===== src/rtl/fetch_stage.sv =====
// fetch_stage: IF stage of the RV32 pipeline. Owns the PC, issues in-order fetches on a
// req/gnt/rvalid port and queues returned words for the IF/ID register.
// Ports: clk_i, rst_ni (async, active-low); pc_enable_i / id_enable_i (stall / accept);
//        br_sel_i, br_target_i (redirect + flush); imem_req_o, imem_addr_o, imem_gnt_i,
//        imem_rvalid_i, imem_rdata_i (fetch port); if_valid_o, if_pc_o, if_instr_o,
//        if_misaligned_o (head entry).
// Option: define FETCH_MISALIGN_EN to turn a misaligned redirect into a marker entry + halt.
module fetch_stage #(
    parameter logic [31:0] RESET_PC = 32'h0000_0000,
    parameter int unsigned DEPTH    = 2
) (
    input  logic        clk_i,
    input  logic        rst_ni,
    input  logic        pc_enable_i,
    input  logic        id_enable_i,
    input  logic        br_sel_i,
    input  logic [31:0] br_target_i,
    output logic        imem_req_o,
    output logic [31:0] imem_addr_o,
    input  logic        imem_gnt_i,
    input  logic        imem_rvalid_i,
    input  logic [31:0] imem_rdata_i,
    output logic        if_valid_o,
    output logic [31:0] if_pc_o,
    output logic [31:0] if_instr_o,
    output logic        if_misaligned_o
);

    localparam int unsigned AW = $clog2(DEPTH);
    localparam int unsigned CW = $clog2(DEPTH + 1);
    localparam logic [31:0]   NOP = 32'h0000_0013;
    localparam logic [AW-1:0] P1  = AW'(1);
    localparam logic [CW-1:0] C1  = CW'(1);
    localparam logic [CW-1:0] LIM = CW'(DEPTH);

    logic [31:0]    pc_q;
    logic [AW-1:0]  wr_ptr, fill_ptr, rd_ptr;
    logic [CW-1:0]  occ_cnt, pend_cnt, drop_cnt;
    logic [31:0]    q_pc    [DEPTH];
    logic [31:0]    q_instr [DEPTH];
    logic [DEPTH-1:0] q_filled;

    logic           halt;
    logic           mis_flush;
    logic [31:0]    tgt;
    logic           head_valid;
    logic           grant, fill, drop_rv, pop;
    logic [CW-1:0]  drop_flush;

    // Redirect targets are word-aligned unless the marker path takes over.
    assign tgt = br_target_i & ~32'h3;

    assign head_valid = (occ_cnt != '0) & q_filled[rd_ptr];

    // Dropped-but-outstanding responses still hold a slot of the budget.
    assign imem_req_o = rst_ni & pc_enable_i & ~br_sel_i & ~halt
                      & ((occ_cnt + drop_cnt) < LIM);
    assign imem_addr_o = pc_q;

    assign grant   = imem_req_o & imem_gnt_i;
    assign drop_rv = imem_rvalid_i & (drop_cnt != '0);
    assign fill    = imem_rvalid_i & (drop_cnt == '0) & (pend_cnt != '0);
    assign pop     = head_valid & id_enable_i;

    // On flush every unfilled entry becomes a response to discard; one that
    // arrives in the flush cycle itself is already consumed.
    always_comb begin
        drop_flush = drop_cnt + pend_cnt;
        if (imem_rvalid_i && drop_flush != '0)
            drop_flush = drop_flush - C1;
    end

`ifdef FETCH_MISALIGN_EN
    logic [DEPTH-1:0] q_mis;
    logic             halt_q;

    assign mis_flush = br_sel_i & (br_target_i[1:0] != 2'b00);
    assign halt      = halt_q;
    assign if_misaligned_o = head_valid & q_mis[rd_ptr];

    always_ff @(posedge clk_i or negedge rst_ni) begin
        if (!rst_ni) begin
            halt_q <= 1'b0;
            q_mis  <= '0;
        end else if (br_sel_i) begin
            halt_q <= mis_flush;
            q_mis  <= mis_flush ? DEPTH'(1) : '0;
        end else if (grant) begin
            q_mis[wr_ptr] <= 1'b0;
        end
    end
`else
    assign mis_flush       = 1'b0;
    assign halt            = 1'b0;
    assign if_misaligned_o = 1'b0;
`endif

    always_ff @(posedge clk_i or negedge rst_ni) begin
        if (!rst_ni) begin
            pc_q     <= RESET_PC;
            wr_ptr   <= '0;
            fill_ptr <= '0;
            rd_ptr   <= '0;
            occ_cnt  <= '0;
            pend_cnt <= '0;
            drop_cnt <= '0;
            q_filled <= '0;
        end else if (br_sel_i) begin
            pc_q     <= tgt;
            rd_ptr   <= '0;
            pend_cnt <= '0;
            drop_cnt <= drop_flush;
            if (mis_flush) begin
                // Marker entry sits at slot 0, already filled.
                wr_ptr   <= P1;
                fill_ptr <= P1;
                occ_cnt  <= C1;
                q_filled <= DEPTH'(1);
            end else begin
                wr_ptr   <= '0;
                fill_ptr <= '0;
                occ_cnt  <= '0;
                q_filled <= '0;
            end
        end else begin
            if (grant) begin
                pc_q             <= pc_q + 32'd4;
                wr_ptr           <= wr_ptr + P1;
                q_filled[wr_ptr] <= 1'b0;
            end
            if (fill) begin
                fill_ptr           <= fill_ptr + P1;
                q_filled[fill_ptr] <= 1'b1;
            end
            if (drop_rv)
                drop_cnt <= drop_cnt - C1;
            if (pop)
                rd_ptr <= rd_ptr + P1;
            occ_cnt  <= occ_cnt + CW'(grant) - CW'(pop);
            pend_cnt <= pend_cnt + CW'(grant) - CW'(fill);
        end
    end

    // Payload storage needs no reset: q_filled/occ_cnt gate every read.
    always_ff @(posedge clk_i) begin
        if (br_sel_i) begin
            if (mis_flush) begin
                q_pc[0]    <= br_target_i;
                q_instr[0] <= NOP;
            end
        end else begin
            if (grant)
                q_pc[wr_ptr] <= pc_q;
            if (fill)
                q_instr[fill_ptr] <= imem_rdata_i;
        end
    end

    assign if_valid_o = head_valid;
    assign if_pc_o    = head_valid ? q_pc[rd_ptr] : 32'h0;
    assign if_instr_o = head_valid ? q_instr[rd_ptr] : NOP;

endmodule

===== config.mk =====
export PLATFORM = sky130hd
export DESIGN_NAME = fetch_stage
export DESIGN_NICKNAME = d
export VERILOG_FILES = /design/src/rtl/fetch_stage.sv
export SDC_FILE = /design/constraint.sdc
export NUM_CORES = 1
export LEC_CHECK = 0
export ABC_AREA = 1
export CAP_MARGIN = 20
export CORE_MARGIN = 3
export CORE_UTILIZATION = 51
export CTS_CLUSTER_DIAMETER = 60
export DETAILED_ROUTE_END_ITERATION = 8
export GPL_ROUTABILITY_DRIVEN = 0
export PLACE_DENSITY = 0.89
export SLEW_MARGIN = 20
export SYNTH_ARGS = -nofsm -noshare
export SYNTH_HDL_FRONTEND = slang
export SYNTH_SLANG_ARGS = --single-unit
export TNS_END_PERCENT = 100

===== constraint.sdc =====
create_clock -name clk_i -period 3.1 [get_ports clk_i]
set_input_delay 0.93 -clock clk_i [delete_from_list [all_inputs] [get_ports clk_i]]
set_output_delay 0.93 -clock clk_i [all_outputs]
set_load 0.02 [all_outputs]

* Word level (Yosys, flattened, before mapping) *
Memory sizes are Yosys's and may differ from the RTL's.
Index checks and enable logic that the tools add are counted.

word-level totals
  register bits = 43
  RAM bits = 128
  bits of input ports = 71
  output and inout port bits = 99
  word-level logic and storage cells = 84
  memories = 2

memory list
  memory   depth  bits a word  rd ports  clocked after memory_dff  wr ports  RTL line  text
  q_instr  2      32           1         0                         1         40        logic [31:0] q_instr [DEPTH];
  q_pc     2      32           1         0                         1         39        logic [31:0] q_pc [DEPTH];

operators by class
  $add $sub $neg = 12
  magnitude comparators = 6
  muxes and demuxes = 31
  bitwise logic cells = 13
  reduce and logical (&&, ||, !) cells = 12

operator list
  operator                 count
  $mux W32                 4
  $add A32 B3 Y32 const B  1
  $mux W2                  9
  $mux W1                  16
  $reduce_bool A2 Y1       8
  $and A1 B1 Y1            9
  $lt A1 B2 Y1 const B     3
  $add A2 B1 Y2            2
  $add A2 B2 Y2            2
  $sub A2 B1 Y2            2
  $sub A2 B1 Y2 const B    2
  $add A1 B1 Y1 const B    3
  $logic_and A1 B1 Y1      3
  $and A2 B2 Y2            1
  $demux W1 S1             2
  $ge A1 B1 Y1 const B     2
  $logic_not A2 Y1         1
  $lt A2 B2 Y1 const B     1
  $not A2 Y2               1
  $or A2 B2 Y2             1
  $not A1 Y1               1

* Longest topological paths before layout *
  depth after elaboration = 11
  depth in mapped cells = 11
  depth with buffers taken out = 10

* Worst setup path before layout *
Ideal clock, no wire load.

  path kind = in2reg
  start point = in br_sel_i
  end point = mem q_instr[1][0], enable pin
  setup time = 0.421 ns
  arrival time = 2.731 ns
  data required time = 2.679 ns
  slack = -0.052 ns
  stages = 4
  buffers on the path = 1
  cells stage by stage = inv_1 -> clkbuf_1 -> nand2_1 -> nor2_1

on the way
  cells in the longest elaborated chain, start to end = 2

RTL lines
  element                        RTL line  text
  start, declared                16        input logic br_sel_i,
  $mux W1                        146       if (br_sel_i) begin
  $mux W1 (implied by the code)  155       q_instr[fill_ptr] <= imem_rdata_i;
  end, declared                  40

No other way between the ends.

* Worst setup path after layout *
  start point = in pc_enable_i
  end point = out imem_req_o

on the way
  cells in the longest elaborated chain, start to end = 3

RTL lines
  element                      RTL line  text
  start, declared              14        input logic pc_enable_i,
  $and A1 B1 Y1 (2 in series)  56        assign imem_req_o = rst_ni & pc_enable_i & ~br_sel_i & ~halt
  $and A1 B1 Y1                57        & ((occ_cnt + drop_cnt) < LIM);
  end, declared                18        output logic imem_req_o,

No other way between the ends.

==> impl_metrics.csv <==
group,metric,value,unit
detailed_routing,wl,19640,um
setup_path,slowest_stage,"clkdlybuf4s50_1",
floorplanning,die_w,128.4,um
sta,hold_violations,0,
sta,rsz0062_at_grt,"false",
sta,skew,6.527,ps
synth,synth-edff-count,124,
global_route,grt_antenna_before_repair,0,
placement,place_area,9492,um^2
global_route,track_usage,0.2382,
floorplanning,core-area,14590,um^2
sta,worst_slack,130.3,ps
sta,setup_viol,0,
clock_tree,cts_tree,"done",
setup_path,worstPathRequired,2170,ps
sta,fmax,336.7,MHz
sta,max-slew-margin-rel,0.3589,
job,drv_cap,0,
power_and_ir_drop,peakVddDrop,0.4130,mV
cells_and_area,fin_cells,1150,
sta,tns,0,ps
global_route,grt_pass1_wl,30540,um
global_route,grt-ovfl-total,0,
cells_and_area,stdcell_area,10120,um^2
sta,hold_slack,516.0,ps
power_and_ir_drop,power.density,535.4,nW/um^2
setup_path,critPathLaunch,"pc_enable_i",
synth,synthDistinctLibCells,38,
floorplanning,die_h,128.4,um
power_and_ir_drop,switching_share,0.2405,
cells_and_area,final_net_count,1032,
synth,async_flop_share,0.2485,
placement,place_inst,1117,
power_and_ir_drop,total_power,5.418,mW
setup_path,worstPathArrival,2040,ps
synth,ys.flop_type,"edfxtp_1",
clock_tree,worstSkewPairLatency,420,ps
clock_tree,cts.sinks,165,
clock_tree,cts_hold_buf,0,
power_and_ir_drop,clkPwrFrac,0.393,
setup_path,r2r_start,"drop_cnt[0]",
setup_path,critical_path.startpoint_type,"input port",
sta,slew_violations,0,
clock_tree,cts.clk_slew.worst_paths,60,ps
setup_path,crit_chain,"clkdlybuf4s50_1 > nand2_1 > nor2_2 > nand3_4 > inv_1 > dlygate4sd2_1",
sta,tightest_slew,959.4,ps
power_and_ir_drop,p_int,4.115,mW
clock_tree,clock-root-buffer,"clkbuf_16",
detailed_routing,first_pass_iters,7,
setup_path,cp-end-kind,"primary output",
min_path,hold_path_class,"reg2reg",
power_and_ir_drop,comb_power_share,0.123,
synth,synth_seq_area_share,0.6215,
cells_and_area,drive_gt1_frac,0.07557,
synth,syn_area,7642,um^2
floorplanning,rows,44,
global_route,grt_pass1_vias,6031,
synth,ys_ff_latch,165,
clock_tree,clk_path_buf_depth,2,
detailed_routing,vias_per_cell,5.408,
cells_and_area,diodes,0,
detailed_routing,ant_nets,0,
sta,finalWorstPathRequiredPeriod,2970,ps
setup_path,path_class,"in2out",
min_path,hold_start,"q_filled[0]",
synth,syn_avg_cell_area,9.698,um^2
detailed_routing,drtIter0Drc,515,
detailed_routing,avgRoutedWirePerCell,17.08,um
floorplanning,io_pins,170,
detailed_routing,drc,0,
floorplanning,start_util,0.5238,
clock_tree,cts_buffers,17,
cells_and_area,area_delta_synth_final,32.42,%
global_route,grt_max_degree,63,
placement,numPortBuffers,162,
floorplanning,die-area,16490,um^2
placement,hpwl,12750,um
setup_path,max_stage_delay,450,ps
sta,finalCritPeriodShare,0.9580,
placement,post-place-ws,-217.7,ps
power_and_ir_drop,power_frac_seq,0.484,
status,status,"complete, no violations",
clock_tree,htreeDepth,4,
power_and_ir_drop,p_switching,1.303,mW
setup_path,crit_path_max_fanout,2,
power_and_ir_drop,cellLeakagePower,4.531,nW
synth,yosysWarnings,0,
detailed_routing,vias,6219,
synth,postSynthCellCount,788,
cells_and_area,final_util,0.6937,
[Yosys cell counts (2+ instances only)]
master / instances / share of area
o21ai_0: 9 / 0.0059
nor2_1: 46 / 0.023
inv_1: 46 / 0.023
ha_1: 8 / 0.013
nand3b_1: 8 / 0.0079
buf_2: 11 / 0.0072
a21oi_1: 61 / 0.040
edfxtp_1: 124 / 0.49
inv_2: 4 / 0.0020
buf_4: 6 / 0.0059
nand2_2: 5 / 0.0041
a21boi_0: 2 / 0.0020
clkbuf_1: 15 / 0.0074
nand2_1: 291 / 0.14
o21bai_1: 2 / 0.0020
buf_6: 2 / 0.0029
nand3_1: 61 / 0.040
nor2_4: 4 / 0.0059
buf_1: 2 / 0.00098
xor2_1: 10 / 0.011
nand4_1: 3 / 0.0025
nor2_2: 4 / 0.0033
dfrtp_1: 41 / 0.13
xnor2_1: 9 / 0.010
[critical path, delay by kind of cell]
family        cells  cell delay (ps)
buf+inv           3              820
simple gates      3              290
[metal layers]
metal | wire length, um | track usage | vias to the layer above
li1 | - | - | 2932
met1 | 7866 | 0.3133 | 2937
met2 | 9580 | 0.3849 | 305
met3 | 1632 | 0.04400 | 45
met4 | 563 | 0.1130 | 0
met5 | 0 | 0 | -
[layout make-up]
cell class / count / area, um^2
clock buffers: 23 / 478.0
inverters: 51 / 191.4
clock inverters: 9 / 127.6
well taps: 184 / 230.2
flip-flops and latches: 165 / 4751
fillers: 1076 / 4469
repair buffers: 178 / 1799
multi-input cells: 540 / 2542
[cells in the final DEF (no fill, tap or decap), types with 16 or more instances in the layout]
cell,n
nand2_1,290
edfxtp_1,124
clkdlybuf4s50_1,97
nand3_1,61
a21oi_1,61
dlygate4sd2_1,48
inv_1,46
nor2_1,44
dfrtp_1,40
clkbuf_16,17
dlymetal6s2s_1,16
[kinds of logic (layout without fill, tap and decap cells)]
family / after synthesis / after routing / synth area share
compound gates: 77 / 77 / 0.05222
simple gates: 431 / 431 / 0.2415
flops: 165 / 165 / 0.6215
other cells: 1 / 5 / 0.0004907
xor+xnor: 19 / 19 / 0.02177
fa+ha+maj: 8 / 8 / 0.01310
buf+inv: 87 / 261 / 0.04944
[path summary, 6_finish.rpt]
path                                   end  slack, ps  depth (start not counted)
max                             imem_req_o        130                          6
min                            q_filled[0]        520                          2
max reg2reg                 q_instr[1][10]        960                          4
min reg2reg                    q_filled[0]        520                          2
max in group asynchronous           rd_ptr       2060                          2
min in group asynchronous  imem_addr_o[28]        610                          2
[flip-flops by register name, summed over array words and instances, names as in the netlist, 2 cells and up]
register     flops
q_pc            60
occ_cnt          2
imem_addr_o     30
drop_cnt         2
q_instr         64
q_filled         2
pend_cnt         2
[timing repair]
item / in CTS / in global routing
gates cloned: 1 / 0
setup endpoints to repair: 46 / 16
buffers inserted: 0 / 0
resized for setup: 50 / 17
[power by group through the flow]
stage	combinational, mW	clock (mW)	sequential (mW)
5_1_grt	0.740	2.23	2.63
3_3_place_gp	0.633	0	2.65
3_5_place_dp	0.661	0	2.66
6_report	0.668	2.13	2.62
4_1_cts	0.670	2.16	2.62
2_1_floorplan	0.323	0	2.67
Power figures use the tool's default switching activity.
